`config.mk`:
```
export PLATFORM = sky130hd
export DESIGN_NAME = coproc0_intc
export DESIGN_NICKNAME = d
export VERILOG_FILES = /design/src/rtl/coproc0_intc_pkg.sv /design/src/rtl/coproc0_irq_pend.sv /design/src/rtl/coproc0_intc.sv
export SDC_FILE = /design/constraint.sdc
export NUM_CORES = 1
export LEC_CHECK = 0
export CAP_MARGIN = 20
export CELL_PAD_IN_SITES_DETAIL_PLACEMENT = 1
export CELL_PAD_IN_SITES_GLOBAL_PLACEMENT = 1
export CORE_UTILIZATION = 27
export CTS_BUF_LIST = sky130_fd_sc_hd__clkbuf_8
export CTS_CLUSTER_DIAMETER = 60
export DETAILED_ROUTE_END_ITERATION = 7
export GPL_ROUTABILITY_DRIVEN = 0
export GPL_TIMING_DRIVEN = 0
export PLACE_DENSITY_LB_ADDON = 0.15
export SETUP_SLACK_MARGIN = 0.4
export SKIP_CTS_REPAIR_TIMING = 1
export SYNTH_ARGS = -nofsm -noshare
export SYNTH_HDL_FRONTEND = slang
export SYNTH_HIERARCHICAL = 1
export SYNTH_SLANG_ARGS = --single-unit
```
`constraint.sdc`:
```
create_clock -name clk -period 1.3 [get_ports clk]
set_input_delay 0.26 -clock clk [delete_from_list [all_inputs] [get_ports clk]]
set_output_delay 0.26 -clock clk [all_outputs]
set_load 0.005 [all_outputs]
```
`src/rtl/coproc0_intc_pkg.sv`:
```
// Shared constants and types for the CP0 exception/interrupt controller.
// FSM encodings, the interrupt cause code and the default trap vector live here.
package coproc0_intc_pkg;

    localparam logic [4:0]  CP0_EXC_INT  = 5'd0;

    localparam logic [1:0]  CP0_EIU_IDLE = 2'd0;
    localparam logic [1:0]  CP0_EIU_REQ  = 2'd1;
    localparam logic [1:0]  CP0_EIU_EXC  = 2'd2;

    localparam logic [29:0] CP0_VEC_BASE_DEFAULT = 30'h0000_0020;

    // Cause code and PC captured on entry to REQ, committed to CP0 on ack.
    typedef struct packed {
        logic [4:0]  code;
        logic [29:0] pc;
    } cp0_trap_t;

endpackage

```
`src/rtl/coproc0_irq_pend.sv`:
```
// One pending cell per interrupt channel: sample, optional edge detect with sticky clear.
// Build macro CP0_IRQ_EDGE_EN adds the per-channel edge mode and write-1-to-clear.
module coproc0_irq_pend (
    input  logic clk,
    input  logic nrst,
    input  logic irq,
`ifdef CP0_IRQ_EDGE_EN
    input  logic edge_mode,
    input  logic clr,
`endif
    output logic pend
);

    logic pend_reg;

`ifdef CP0_IRQ_EDGE_EN
    logic prev_reg;

    // A new edge beats a concurrent clear so no interrupt is lost.
    always_ff @(posedge clk) begin
        if (!nrst) begin
            prev_reg <= 1'b0;
            pend_reg <= 1'b0;
        end else begin
            prev_reg <= irq;
            if (edge_mode) begin
                if (irq && !prev_reg)
                    pend_reg <= 1'b1;
                else if (clr)
                    pend_reg <= 1'b0;
            end else begin
                pend_reg <= irq;
            end
        end
    end
`else
    always_ff @(posedge clk) begin
        if (!nrst)
            pend_reg <= 1'b0;
        else
            pend_reg <= irq;
    end
`endif

    assign pend = pend_reg;

endmodule

```
`src/rtl/coproc0_intc.sv`:
```
// CP0 exception/interrupt controller: pending bits, arbitration and trap request/ack FSM.
// Optional build macro CP0_IRQ_EDGE_EN enables per-channel edge-triggered sticky interrupts.
module coproc0_intc
    import coproc0_intc_pkg::*;
#(
    parameter int          NIRQ     = 8,
    parameter logic [29:0] VEC_BASE = CP0_VEC_BASE_DEFAULT
) (
    input  logic            clk,
    input  logic            nrst,
    input  logic [NIRQ-1:0] irq_i,
    input  logic [NIRQ-1:0] im_i,
    input  logic            ie_i,
    input  logic [29:0]     int_pc_i,
    input  logic            exc_valid_i,
    input  logic [4:0]      exc_code_i,
    input  logic [29:0]     exc_pc_i,
    input  logic            trap_ack_i,
    input  logic            rfe_i,
    input  logic [NIRQ-1:0] pend_clr_i,
`ifdef CP0_IRQ_EDGE_EN
    input  logic [NIRQ-1:0] edge_mode_i,
`endif
    output logic            trap_req_o,
    output logic [29:0]     trap_vec_o,
    output logic            in_exc_o,
    output logic [29:0]     epc_o,
    output logic [4:0]      cause_code_o,
    output logic [NIRQ-1:0] pend_o
);

    logic [1:0]      state_reg, state_next;
    cp0_trap_t       cap_reg, cap_next;
    logic            cap_load;
    logic            commit;
    logic            leave;
    logic            in_exc_reg;
    logic [29:0]     epc_reg;
    logic [4:0]      cause_reg;
    logic [NIRQ-1:0] pend;
    logic            irq_cand;

    genvar gi;
    generate
        for (gi = 0; gi < NIRQ; gi++) begin : g_pend
            coproc0_irq_pend u_pend (
                .clk       (clk),
                .nrst      (nrst),
                .irq       (irq_i[gi]),
`ifdef CP0_IRQ_EDGE_EN
                .edge_mode (edge_mode_i[gi]),
                .clr       (pend_clr_i[gi]),
`endif
                .pend      (pend[gi])
            );
        end
    endgenerate

`ifndef CP0_IRQ_EDGE_EN
    // Level-only build: the clear port exists for register-file compatibility only.
    logic [NIRQ-1:0] unused_pend_clr;
    assign unused_pend_clr = pend_clr_i;
`endif

    assign irq_cand = ie_i && !in_exc_reg && (|(pend & im_i));

    always_comb begin
        state_next    = state_reg;
        cap_load      = 1'b0;
        cap_next.code = CP0_EXC_INT;
        cap_next.pc   = int_pc_i;
        commit        = 1'b0;
        leave         = 1'b0;
        case (state_reg)
            CP0_EIU_IDLE: begin
                // The synchronous exception outranks interrupts, which stay pending.
                if (exc_valid_i) begin
                    state_next    = CP0_EIU_REQ;
                    cap_load      = 1'b1;
                    cap_next.code = exc_code_i;
                    cap_next.pc   = exc_pc_i;
                end else if (irq_cand) begin
                    state_next = CP0_EIU_REQ;
                    cap_load   = 1'b1;
                end
            end
            CP0_EIU_REQ: begin
                if (trap_ack_i) begin
                    state_next = CP0_EIU_EXC;
                    commit     = 1'b1;
                end
            end
            CP0_EIU_EXC: begin
                if (exc_valid_i) begin
                    state_next    = CP0_EIU_REQ;
                    cap_load      = 1'b1;
                    cap_next.code = exc_code_i;
                    cap_next.pc   = exc_pc_i;
                end else if (rfe_i) begin
                    state_next = CP0_EIU_IDLE;
                    leave      = 1'b1;
                end
            end
            default: state_next = CP0_EIU_IDLE;
        endcase
    end

    always_ff @(posedge clk) begin
        if (!nrst) begin
            state_reg  <= CP0_EIU_IDLE;
            cap_reg    <= '0;
            in_exc_reg <= 1'b0;
            epc_reg    <= '0;
            cause_reg  <= CP0_EXC_INT;
        end else begin
            state_reg <= state_next;
            if (cap_load)
                cap_reg <= cap_next;
            // in_exc stays set across a nested fault's REQ phase.
            if (commit) begin
                epc_reg    <= cap_reg.pc;
                cause_reg  <= cap_reg.code;
                in_exc_reg <= 1'b1;
            end else if (leave) begin
                in_exc_reg <= 1'b0;
            end
        end
    end

    // The pipeline stalls while a trap is requested, so it must not raise a new fault.
    a_no_exc_in_req: assert property (@(posedge clk) disable iff (!nrst)
        (state_reg == CP0_EIU_REQ) |-> !exc_valid_i);

    assign trap_req_o   = (state_reg == CP0_EIU_REQ);
    assign trap_vec_o   = VEC_BASE;
    assign in_exc_o     = in_exc_reg;
    assign epc_o        = epc_reg;
    assign cause_code_o = cause_reg;
    assign pend_o       = pend;

endmodule

```
==> flow_metrics.py, run 1 <==
metrics = {
    "critical_path": {
        "r2r_slack_ns": -0.37,
        "regToRegStartpoint": "g_pend[1].u_pend/pend",
        "cp-end-kind": "flop",
        "cp_slowest_cell": "dfxtp_2",
        "path_buf_inv": 2,
        "slowest_delay_ns": 0.33,
        "required_ns": 1.52,
        "worst-r2r-cell-count": 7,
        "crit_path_start_kind": "flop",
        "cp.depth": 7,
        "cp_max_fo": 8,
        "crit_type": "reg -> reg",
        "r2r-end": "cap_reg[9]",
        "worstPathArrival_ns": 1.89,
        "crit_family": "compound AO/OA/AOI/OAI gates",
        "path_cells": "a22o_1 > a221oi_4 > a31oi_4 > buf_12 > clkbuf_16 > mux2i_1 > a21oi_1",
    },
    "layout": {
        "drive_gt1_share_pct": 36.3,
        "num-fill-cells": 1437,
        "area_growth_syn_to_layout_pct": 71.1,
        "largest_register_ffs": 35,
        "final_cell_mix": "87 x clkdlybuf4s50_1, 64 x nand2_1, 43 x dfxtp_2",
        "final_cells": 750,
        "final_common_cell": "clkdlybuf4s50_1",
        "utilization_pct": 48.1,
        "seqCellArea_um2": 1680,
        "multi_input_area_um2": 1790,
        "layout.nets": 672,
        "antenna-diode-count": 0,
    },
    "floorplanning": {
        "num_rows": 40,
        "initial_core_util_pct": 28.1,
        "fp.coreArea_um2": 12200,
        "die_area_um2": 13200,
        "die_h_um": 115,
        "io_pins": 170,
        "die_x_um": 115,
    },
    "timing": {
        "fin_setup_tns_ns": -12.27,
        "max_freq_ghz": 0.598,
        "rsz0062_at_grt": "true",
        "finalMaxSlewViolations": 0,
        "setup_violations": 55,
        "fin_skew_ns": 0.00534,
        "fin_crit_sh_pct": 129,
        "finalHoldViolCount": 0,
        "setup_ws_ns": -0.372,
        "min_period_ns": 1.67,
    },
    "clock_tree": {
        "clockBufferDepth": 2,
        "cts_tree": "built",
        "clk_pin_slew_ns": 0.08,
        "cts.sinks": 81,
        "cts_inserted_buffers": 9,
        "htreeDepth": 3,
        "clkLatencyLatePin_ns": 0.35,
        "clockRootBuffer": "clkbuf_8",
    },
    "power": {
        "leakage_uw": 0.00253,
        "power_uw": 6590,
        "powerDensity_nw_per_um2": 1120,
        "pwr-share-comb_pct": 22.9,
        "p_int_uw": 4880,
        "p_switching_uw": 1710,
        "vdd_drop_max_v": 0.000596,
        "p_clk_share_pct": 34.2,
        "p_seq_share_pct": 42.9,
        "netSwitchingFraction_pct": 26.0,
    },
    "logic_synthesis": {
        "syn_avg_cell_area_um2": 8.89,
        "synthSimpleGateAreaFrac_pct": 13.8,
        "synth-seq-area-share_pct": 47.2,
        "synth_top_family_by_area": "compound AO/OA/AOI/OAI gates",
        "yosys.area_share.adder_pct": 0,
        "synth_area_um2": 3430,
        "ys_types": 24,
        "synth_compound_area_share_pct": 19.9,
        "yosysWarnings": 6,
        "synth-seq-cells": 81,
        "synthMuxAreaShare_pct": 8.75,
        "netlist_instances": 386,
        "synth_xor_area_share_pct": 0,
    },
    "grt": {
        "grt_pass1_vias": 3240,
        "grt_max_degree": 14,
        "antenna_found_initial": 0,
        "overflow": 0,
        "grt_pass1_wl_um": 16000,
        "grt_use_total_pct": 16.0,
    },
    "detailed_routing": {
        "wl_per_cell_um": 14.9,
        "via_count": 3244,
        "drc": 0,
        "firstDrtPassIters": 4,
        "drt_wl_total_um": 11200,
        "viasPerCell": 4.33,
        "first_iter_violations": 75,
        "ant_nets": 0,
    },
    "place": {
        "numPlacedInstances": 713,
        "hpwlAfterDp_um": 7790,
        "port_buffers": 131,
        "place_ws_ns": -0.902,
    },
    "min_path": {
        "min_to": "g_pend[3].u_pend/pend",
        "whs_path_depth": 2,
        "holdCritPathClass": "in -> reg",
        "min_from": "nrst",
    },
    "job": {
        "drv_cap": 0,
    },
    "run_status": {
        "violations": "setup timing",
        "status": "finished, violations left",
    },
}
final cells by class:
class / count / share of cell area, %
Clock buffer: 10 / 2.34
Clock inverter: 6 / 1.81
Timing Repair Buffer: 152 / 25.6
Sequential cell: 81 / 28.6
Tap cell: 168 / 3.58
Multi-Input combinational cell: 278 / 30.5
Buffer: 55 / 7.56
routing by layer:
metal	vias to the layer above	track usage, %	part of all wire [%]
met5	-	0	0
met4	0	5.02	0.91
met3	7	4.69	5.9
met2	97	26.5	49
met1	1523	20.1	44
li1	1617	-	-
how the worst max path moves through the flow:
stage / start / endpoint / slack [ns]
after floorplan: g_pend[1].u_pend/pend / cap_reg[0] / -0.13
after global placement: nrst / cap_reg[10] / -0.91
after detailed placement: nrst / cap_reg[8] / -0.90
after CTS: nrst / cap_reg[10] / -0.55
after global routing: g_pend[1].u_pend/pend / cap_reg[1] / -0.43
final: g_pend[1].u_pend/pend / cap_reg[9] / -0.37
kinds of logic (layout without fill, tap and decap cells):
family                 Yosys count  count (layout)
muxes                           30              30
other                            2              30
AOI/OAI and AO/OA              109             109
and+or+nand+nor                109             109
DFF                             81              81
buffers and inverters           55             223
power by group through the flow:
stage	Combinational [uW]	Sequential (uW)	Clock [uW]
after CTS	1220	2780	2330
after detailed placement	1210	2840	0
after floorplan	654	2810	0
after global placement	1190	2830	0
final	1510	2830	2260
after global routing	1640	2850	2450
synthesized netlist by cell type:
cell	count	area, um2
nor2_1	1	3.75
nor3_1	1	5.00
mux2i_1	30	300
conb_1	2	7.51
o21a_1	1	7.51
nor2b_1	3	18.8
nand2_1	84	315
buf_4	30	225
buf_6	3	33.8
nand2b_1	3	18.8
a21oi_1	32	160
clkbuf_1	17	63.8
dfxtp_1	81	1620
a21boi_0	35	263
nand3_1	1	5.00
a221oi_4	1	26.3
buf_2	5	25.0
a22oi_1	2	15.0
nor3b_2	1	12.5
and2b_1	1	7.51
a31oi_4	1	21.3
a22o_1	1	8.76
o21ai_0	36	180
and2_1	14	87.6
stage by stage:
step | area [um2] | hold WS, ns
global route | 5870 | 0.363
finish | 5870 | 0.349
detailed placement | 5100 | 0.442
global placement | 5100 | 0.440
CTS | 5350 | 0.451
floorplan | 3580 | 0.382
(Power assumes the default switching activity.)
==> run 2, diff against run 1 <==
--- a/config.mk
+++ b/config.mk
@@ -8,7 +8,7 @@
 export CAP_MARGIN = 20
 export CELL_PAD_IN_SITES_DETAIL_PLACEMENT = 1
 export CELL_PAD_IN_SITES_GLOBAL_PLACEMENT = 1
-export CORE_UTILIZATION = 27
+export CORE_UTILIZATION = 32
 export CTS_BUF_LIST = sky130_fd_sc_hd__clkbuf_8
 export CTS_CLUSTER_DIAMETER = 60
 export DETAILED_ROUTE_END_ITERATION = 7
@@ -17,7 +17,9 @@
 export PLACE_DENSITY_LB_ADDON = 0.15
 export SETUP_SLACK_MARGIN = 0.4
 export SKIP_CTS_REPAIR_TIMING = 1
+export SLEW_MARGIN = 20
 export SYNTH_ARGS = -nofsm -noshare
 export SYNTH_HDL_FRONTEND = slang
 export SYNTH_HIERARCHICAL = 1
 export SYNTH_SLANG_ARGS = --single-unit
+export TNS_END_PERCENT = 50
==> constraint.sdc (replaced) <==
create_clock -name clk -period 2 [get_ports clk]
set_input_delay 0.4 -clock clk [delete_from_list [all_inputs] [get_ports clk]]
set_output_delay 0.4 -clock clk [all_outputs]
set_load 0.005 [all_outputs]
==> flow_metrics.py, run 2 (synthesis results as in run 1) <==
metrics = {
    "run_status": {
        "status": "completed",
    },
    "layout": {
        "antenna-diode-count": 0,
        "final_area_um2": 5390,
        "final_common_cell": "clkdlybuf4s50_1",
        "final_cell_mix": "127 x clkdlybuf4s50_1, 83 x nand2_1, 79 x dfxtp_1",
        "seqCellArea_um2": 1630,
        "num-fill-cells": 1225,
        "utilization_pct": 52.0,
        "multi_input_area_um2": 1610,
        "area_growth_syn_to_layout_pct": 57.1,
        "drive_gt1_share_pct": 14.0,
        "layout.nets": 656,
        "largest_register_ffs": 35,
    },
    "detailed_routing": {
        "via_count": 3175,
        "drt_wl_total_um": 9900,
        "viasPerCell": 4.52,
        "drc": 0,
        "first_iter_violations": 52,
        "wl_per_cell_um": 14.1,
        "ant_nets": 0,
        "firstDrtPassIters": 4,
    },
    "floorplanning": {
        "die_h_um": 106,
        "io_pins": 170,
        "num_rows": 37,
        "initial_core_util_pct": 33.1,
        "die_area_um2": 11100,
        "die_x_um": 106,
        "fp.coreArea_um2": 10400,
    },
    "grt": {
        "use_met1_pct": 22.5,
        "antenna_found_initial": 0,
        "grt_max_degree": 17,
        "grt_use_total_pct": 18.3,
        "overflow": 0,
        "grt_pass1_vias": 3266,
        "grtUsageMet2_pct": 30.7,
        "grt.busiest_layer": "met2",
        "grt_pass1_wl_um": 15900,
        "met3_usage_pct": 4.89,
    },
    "critical_path": {
        "regToRegStartpoint": "g_pend[1].u_pend/pend",
        "cp_slowest_cell": "clkdlybuf4s50_1",
        "cp.depth": 8,
        "startpoint": "ie_i",
        "worst-r2r-cell-count": 7,
        "cp-end-kind": "flop",
        "worstPathArrival_ns": 1.94,
        "crit_family": "buffers and inverters",
        "required_ns": 2.22,
        "r2r-end": "cap_reg[23]",
        "slowest_delay_ns": 0.45,
        "path_buf_inv": 3,
        "crit_type": "in -> reg",
        "r2r_slack_ns": 0.31,
        "endpoint": "cap_reg[23]",
        "crit_path_start_kind": "primary input",
        "cp_common_cell": "buf_12",
        "cp_max_fo": 10,
        "path_cells": "clkdlybuf4s50_1 > nor3b_4 > nand2_2 > a31oi_4 > buf_12 > buf_12 > mux2i_1 > a21oi_1",
    },
    "min_path": {
        "holdCritPathClass": "reg -> reg",
    },
    "clock_tree": {
        "cts_tree": "built",
        "clockBufferDepth": 2,
        "clkLatencyLatePin_ns": 0.36,
        "cts.sinks": 81,
        "clk_pin_slew_ns": 0.09,
        "htreeDepth": 3,
        "clockRootBuffer": "clkbuf_8",
        "cts_inserted_buffers": 9,
    },
    "power": {
        "powerDensity_nw_per_um2": 704,
        "power_uw": 3800,
        "leakage_uw": 0.00208,
        "vdd_drop_max_v": 0.000324,
    },
    "place": {
        "postPlaceCellArea_um2": 5020,
        "hpwlAfterDp_um": 7420,
        "port_buffers": 131,
    },
    "timing": {
        "fin_crit_sh_pct": 85.8,
        "finalMaxSlewViolations": 0,
        "min_period_ns": 1.72,
        "fin_skew_ns": 0.0138,
        "rsz0062_at_grt": "true",
        "setup_violations": 0,
        "max_freq_ghz": 0.582,
        "finalHoldViolCount": 0,
    },
    "job": {
        "drv_cap": 0,
    },
}
run 2: cell types whose count changed in the layout (fill, tap and decap cells not counted), sizes merged:
| cell | delta |
|---|---|
| dlymetal6s2s | +2 |
| inv | +2 |
| bufinv | -3 |
| clkbuf | -32 |
| clkdlybuf4s50 | +40 |
| clkinvlp | +2 |
| buf | -27 |
run 2: how the worst min path moves through the flow:
stage	cells after the start	startpoint	slack [ns]	to
global placement	2	cap_reg[18]	0.45	epc_o[18]
global route	2	cap_reg[5]	0.49	epc_o[5]
finish	2	cap_reg[21]	0.46	epc_o[21]
detailed placement	2	epc_o[16]	0.46	epc_o[16]
CTS	2	cap_reg[5]	0.47	epc_o[5]
floorplan	2	cap_reg[0]	0.44	epc_o[0]
run 2: tightest hold or removal path, cell delays in order, from the launching register on:
cell      delay [ns]
dfxtp_1         0.32
nand2_1         0.05
a21boi_0        0.06
run 2: area by class of cell:
cell class | instances | area share (%)
Buffer | 55 | 7.40
Clock buffer | 9 | 2.30
Clock inverter | 7 | 1.11
Multi-Input combinational cell | 278 | 29.9
Sequential cell | 81 | 30.2
Tap cell | 136 | 3.16
Timing Repair Buffer | 136 | 26.0
run 2: where the power goes:
group	total (uW)	internal [uW]	leakage [uW]	switching, uW
registers	1810	1740	0.000665	70.1
clock network	1150	471	0.0000844	675
logic	847	492	0.00133	355
run 2: stage by stage:
stage / std cells / setup TNS [ns] / setup slack (ns) / hold slack (ns)
after CTS: 697 / -0.00122 / -0.00122 / 0.468
after detailed placement: 681 / -15.78 / -0.374 / 0.458
after global routing: 702 / 0 / 0.207 / 0.488
final: 702 / 0 / 0.283 / 0.463
after floorplan: 414 / 0 / 0.472 / 0.440
after global placement: 681 / -12.74 / -0.314 / 0.450
run 2: metal layers:
metal	vias up	wire length, um
met3	12	665
li1	1592	-
met4	0	127
met5	-	0
met2	106	4670
met1	1465	4430
==> run 3, diff against run 2 <==
--- a/config.mk
+++ b/config.mk
@@ -8,10 +8,11 @@
 export CAP_MARGIN = 20
 export CELL_PAD_IN_SITES_DETAIL_PLACEMENT = 1
 export CELL_PAD_IN_SITES_GLOBAL_PLACEMENT = 1
-export CORE_UTILIZATION = 32
+export CORE_UTILIZATION = 50
 export CTS_BUF_LIST = sky130_fd_sc_hd__clkbuf_8
 export CTS_CLUSTER_DIAMETER = 60
 export DETAILED_ROUTE_END_ITERATION = 7
+export DONT_BUFFER_PORTS = 1
 export GPL_ROUTABILITY_DRIVEN = 0
 export GPL_TIMING_DRIVEN = 0
 export PLACE_DENSITY_LB_ADDON = 0.15
==> flow_metrics.py, run 3 (synthesis results as in run 1) <==
metrics = {
    "run_status": {
        "status": "finished, violations left",
        "violations": "DRC",
    },
    "timing": {
        "fin_skew_ns": 0.00627,
        "fin_setup_tns_ns": 0,
        "min_period_ns": 1.66,
        "finalMaxSlewViolations": 0,
        "finalHoldViolCount": 0,
        "relSlewSlack_pct": 64.8,
        "setup_violations": 0,
        "max_freq_ghz": 0.603,
        "fin_crit_sh_pct": 82.9,
        "worst_slew_pin_slew_ns": 0.527,
        "rsz0062_at_grt": "true",
    },
    "clock_tree": {
        "clockBufferDepth": 2,
        "clockRootBuffer": "clkbuf_8",
        "htreeDepth": 3,
        "clk_pin_slew_ns": 0.08,
        "cts_tree": "built",
        "cts_inserted_buffers": 9,
        "clkLatencyLatePin_ns": 0.35,
        "cts.sinks": 81,
    },
    "power": {
        "p_clk_share_pct": 31.7,
        "p_int_uw": 2530,
        "power_uw": 3510,
        "vdd_drop_max_v": 0.000527,
        "p_switching_uw": 982,
        "powerDensity_nw_per_um2": 884,
        "netSwitchingFraction_pct": 27.9,
        "pwr-share-comb_pct": 16.6,
        "leakage_uw": 0.00152,
        "p_seq_share_pct": 51.7,
    },
    "detailed_routing": {
        "ant_nets": 0,
        "firstDrtPassIters": 7,
        "viasPerCell": 5.33,
        "wl_per_cell_um": 17.4,
        "drc": 9,
        "first_iter_violations": 82,
        "drt_wl_total_um": 8920,
        "via_count": 2734,
    },
    "place": {
        "port_buffers": 0,
        "postPlaceCellArea_um2": 3630,
        "hpwlAfterDp_um": 6480,
    },
    "grt": {
        "grt_use_total_pct": 24.7,
        "grt_max_degree": 14,
        "overflow": 0,
        "grt_pass1_vias": 2907,
        "grt_pass1_wl_um": 13900,
        "antenna_found_initial": 0,
    },
    "layout": {
        "multi_input_area_um2": 1600,
        "num-fill-cells": 802,
        "area_growth_syn_to_layout_pct": 15.7,
        "drive_gt1_share_pct": 17.2,
        "seqCellArea_um2": 1630,
        "antenna-diode-count": 0,
        "final_area_um2": 3970,
        "largest_register_ffs": 35,
        "utilization_pct": 61.2,
        "final_cell_mix": "83 x nand2_1, 78 x dfxtp_1, 36 x o21ai_0",
        "final_common_cell": "nand2_1",
        "layout.nets": 526,
    },
    "critical_path": {
        "slowest_delay_ns": 0.34,
        "crit_path_start_kind": "flop",
        "cp_max_fo": 5,
        "cp-end-kind": "flop",
        "crit_type": "reg -> reg",
        "cp_slowest_cell": "dfxtp_2",
        "path_cells": "a22o_1 > a221oi_4 > a31oi_4 > buf_6 > buf_8 > mux2i_2 > a21oi_1",
        "worstPathArrival_ns": 1.88,
        "required_ns": 2.22,
        "path_buf_inv": 2,
        "crit_family": "compound AO/OA/AOI/OAI gates",
    },
    "floorplanning": {
        "initial_core_util_pct": 52.9,
        "die_area_um2": 7200,
        "fp.coreArea_um2": 6490,
        "die_h_um": 84.9,
        "num_rows": 29,
        "io_pins": 170,
        "die_x_um": 84.9,
    },
    "job": {
        "drv_cap": 0,
    },
    "min_path": {
        "holdCritPathClass": "in -> reg",
    },
}
[run 3: changes by cell type in the layout (fill, tap and decap cells not counted), moves of 3 or more]
cell	delta
clkbuf_1	+5
clkbuf_2	-4
clkdlybuf4s50_1	-127
clkinv_2	+3
dlymetal6s2s_1	-4
o21ai_0	+5
o21ai_2	-4
[run 3: routing by layer]
| layer | vias to the layer above | track usage [%] | wire length [um] |
|---|---|---|---|
| li1 | 1320 | - | - |
| met2 | 102 | 43.5 | 4510 |
| met3 | 11 | 7.00 | 720 |
| met4 | 0 | 8.32 | 115 |
| met5 | - | 0 | 0 |
| met1 | 1301 | 29.1 | 3570 |
[run 3: worst paths after layout]
path / start / endpoint / slack (ns) / cells after the start
worst min-delay path: irq_i[2] / g_pend[2].u_pend/pend / 0.17 / 1
worst max register to register: g_pend[1].u_pend/pend / cap_reg[14] / 0.34 / 7
worst max-delay path: g_pend[1].u_pend/pend / cap_reg[14] / 0.34 / 7
worst min register to register: cap_reg[8] / epc_o[8] / 0.46 / 2
[run 3: power by group through the flow]
stage               logic (uW)  registers (uW)  clock network, uW
floorplan                  403            1830                  0
global placement           483            1840                  0
detailed placement         499            1850                  0
CTS                        502            1810               1120
global route               645            1830               1200
finish                     583            1820               1110
[run 3: layout make-up]
type,count,area share [%]
sequential,81,40.9
multi-input combinational,278,40.2
buffer,55,9.63
clock buffer,11,3.81
tap,77,2.42
timing repair buffer,6,2.30
clock inverter,5,0.756
[run 3: per-stage QoR]
step                setup WS (ns)  hold slack, ns  instances
floorplan                   0.472           0.440        414
global placement            0.310           0.446        491
detailed placement          0.255           0.458        491
CTS                         0.278           0.157        507
global route                0.248           0.152        513
finish                      0.341           0.167        513
==> RTL change: new RTL, settings of run 1 <==
Build with the macro `CP0_IRQ_EDGE_EN` defined.
--- a/src/rtl/coproc0_irq_pend.sv
+++ b/src/rtl/coproc0_irq_pend.sv
@@ -1,4 +1,6 @@
 // One pending cell per interrupt channel: sample, optional edge detect with sticky clear.
 // Build macro CP0_IRQ_EDGE_EN adds the per-channel edge mode and write-1-to-clear.
+`define CP0_IRQ_EDGE_EN
+
 module coproc0_irq_pend (
     input  logic clk,
Ports: changed (added edge_mode_i); port bits go from 170 to 178. No check against the original RTL was run, so the function may have changed too.
==> RTL change against run 1 <==
  * The flow still finishes with violations (setup timing)
  * Sequential cell count rose by 8
  * Worst setup slack got worse by 49 ps
  * Total power rose by 4.5%
  * Via count rose by 9.6%
  * Area after synthesis rose by 9.9%
  * Routed wire length rose by 11%
  * Design area rose by 6.3%
  * Non-clock buffer count rose by 19
  * Final cell count rose by 7.9%
  * First-iteration DRC count rose by 39%
  * Largest cell class unchanged
  * Largest power group unchanged
==> RTL change: results <==
status:
  status: "finished with violations"
  violations: "setup timing"
global_route:
  grt_pass1_wl_mm: 18.16
  grt_max_degree: 19
  grt.total_usage: 0.1623
  grt_pass1_vias: 3705
  antenna_found_initial: 0
placement:
  portBuffers: 147
  dp.final_hpwl_mm: 8.910
  place_ws_ps: -1161
  placed_area_mm2: 0.005617
synthesis:
  synth_area_leaders: "dfxtp_1 47%, nand2_1 9.2%, mux2i_1 8.0%, a21boi_0 7.0%, buf_4 6.0%"
  ys_async_sr_fraction: 0
  synth.distinct_cells: 26
  yosys-top-cells-count: "92 x nand2_1, 89 x dfxtp_1, 36 x o21ai_0"
  synth-xor-area-share: 0
  synth_ff_type: "dfxtp_1"
  synth-compound-area-share: 0.2019
  synth.yosys.warnings: 6
  ys_seq_area_frac: 0.4721
  yosys.area_share.adder: 0
  synth_mux_area_frac: 0.07958
detailed_routing:
  drt-initial-drc-count: 104
  vias_per_cell: 4.394
  wirelength_mm: 12.38
  firstDrtPassIters: 4
clocking:
  cts_htree_levels: 3
  path_clk_slew_ps: 90
  root_buffer: "clkbuf_8"
  clock_latency_ps: 370
  clockBufferDepth: 2
  cts_buffers: 9
cells_and_area:
  diodes: 0
  finish.net_count: 731
  largest_register_ffs: 35
  layout-drive-gt1-share: 0.3444
worst_hold_path:
  min_from: "nrst"
  holdCritPathClass: "in2reg"
  whs_path_depth: 2
  min_to: "g_pend[6].u_pend/prev_reg$_SDFF_PN0_"
critical_path:
  cp_max_fo: 6
  crit_arrival_ps: 1960
  rr_worst_depth: 7
  r2r_end: "cap_reg[13]$_SDFFE_PN0P_"
  critical_path.reg2reg.startpoint: "g_pend[1].u_pend/pend$_SDFFE_PN0P_"
power_and_ir_drop:
  vdd_ir_drop_max_mv: 0.5876
  p_leak_nw: 2.533
timing:
  finalSetupViolCount: 41
  hold_ws_ps: 383.6
  skew_ps: 12.27
  final.setup.worst_slack_ps: -421.0
## RTL change: routing by layer
metal	routed length, µm	track usage	up-vias
li1	-	-	1778
met1	5038	0.1862	1650
met2	6172	0.2787	117
met3	1031	0.05708	10
met4	140	0.05556	0
met5	0	0	-
## RTL change: worst max path at each step
stage	from	slack [ps]	to	cells after the start
2_1_floorplan	g_pend[1].u_pend/pend$_SDFFE_PN0P_	-140	cap_reg[0]$_SDFFE_PN0P_	6
3_3_place_gp	nrst	-1120	cap_reg[11]$_SDFFE_PN0P_	5
3_5_place_dp	nrst	-1160	cap_reg[11]$_SDFFE_PN0P_	5
4_1_cts	nrst	-770	cap_reg[10]$_SDFFE_PN0P_	5
5_1_grt	g_pend[6].u_pend/pend$_SDFFE_PN0P_	-480	cap_reg[13]$_SDFFE_PN0P_	7
6_report	g_pend[1].u_pend/pend$_SDFFE_PN0P_	-420	cap_reg[13]$_SDFFE_PN0P_	7
## RTL change: layout make-up
type	count	area, µm²
Sequential cell	89	1847
Tap cell	176	220.2
Multi-Input combinational cell	302	1848
Fill cell	1589	7208
Clock buffer	11	151.4
Clock inverter	5	78.83
Timing Repair Buffer	171	1667
Buffer	55	432.9
## RTL change: cells by family (layout without fill, tap and decap cells)
family	Yosys count	count (layout)
AND/OR/NAND/NOR	125	125
AO/OA/AOI/OAI	117	117
flip-flops	89	89
buffers and inverters	55	242
multiplexers	30	30
other	2	30
## RTL change: critical path: stages, from the launching register on
cell       delay, ps
dfxtp_2          340
a22o_1           230
a221oi_4         270
a31oi_4          140
buf_12           180
clkbuf_16        160
mux2i_1          170
a21oi_1          100
## RTL change: metrics by stage
step | instances | util | setup TNS, ps
floorplan | 446 | - | -4094
global route | 809 | 0.4642 | -16120
finish | 809 | 0.4642 | -12000
detailed placement | 769 | 0.4175 | -74470
global placement | 769 | 0.4175 | -70620
CTS | 785 | 0.4346 | -52390
## RTL change: power breakdown
group	internal (mW)	switching [mW]	leakage, nW
logic	0.943	0.657	1.67
clock network	1.18	1.03	0.113
registers	2.95	0.135	0.753
total	5.07	1.82	2.53
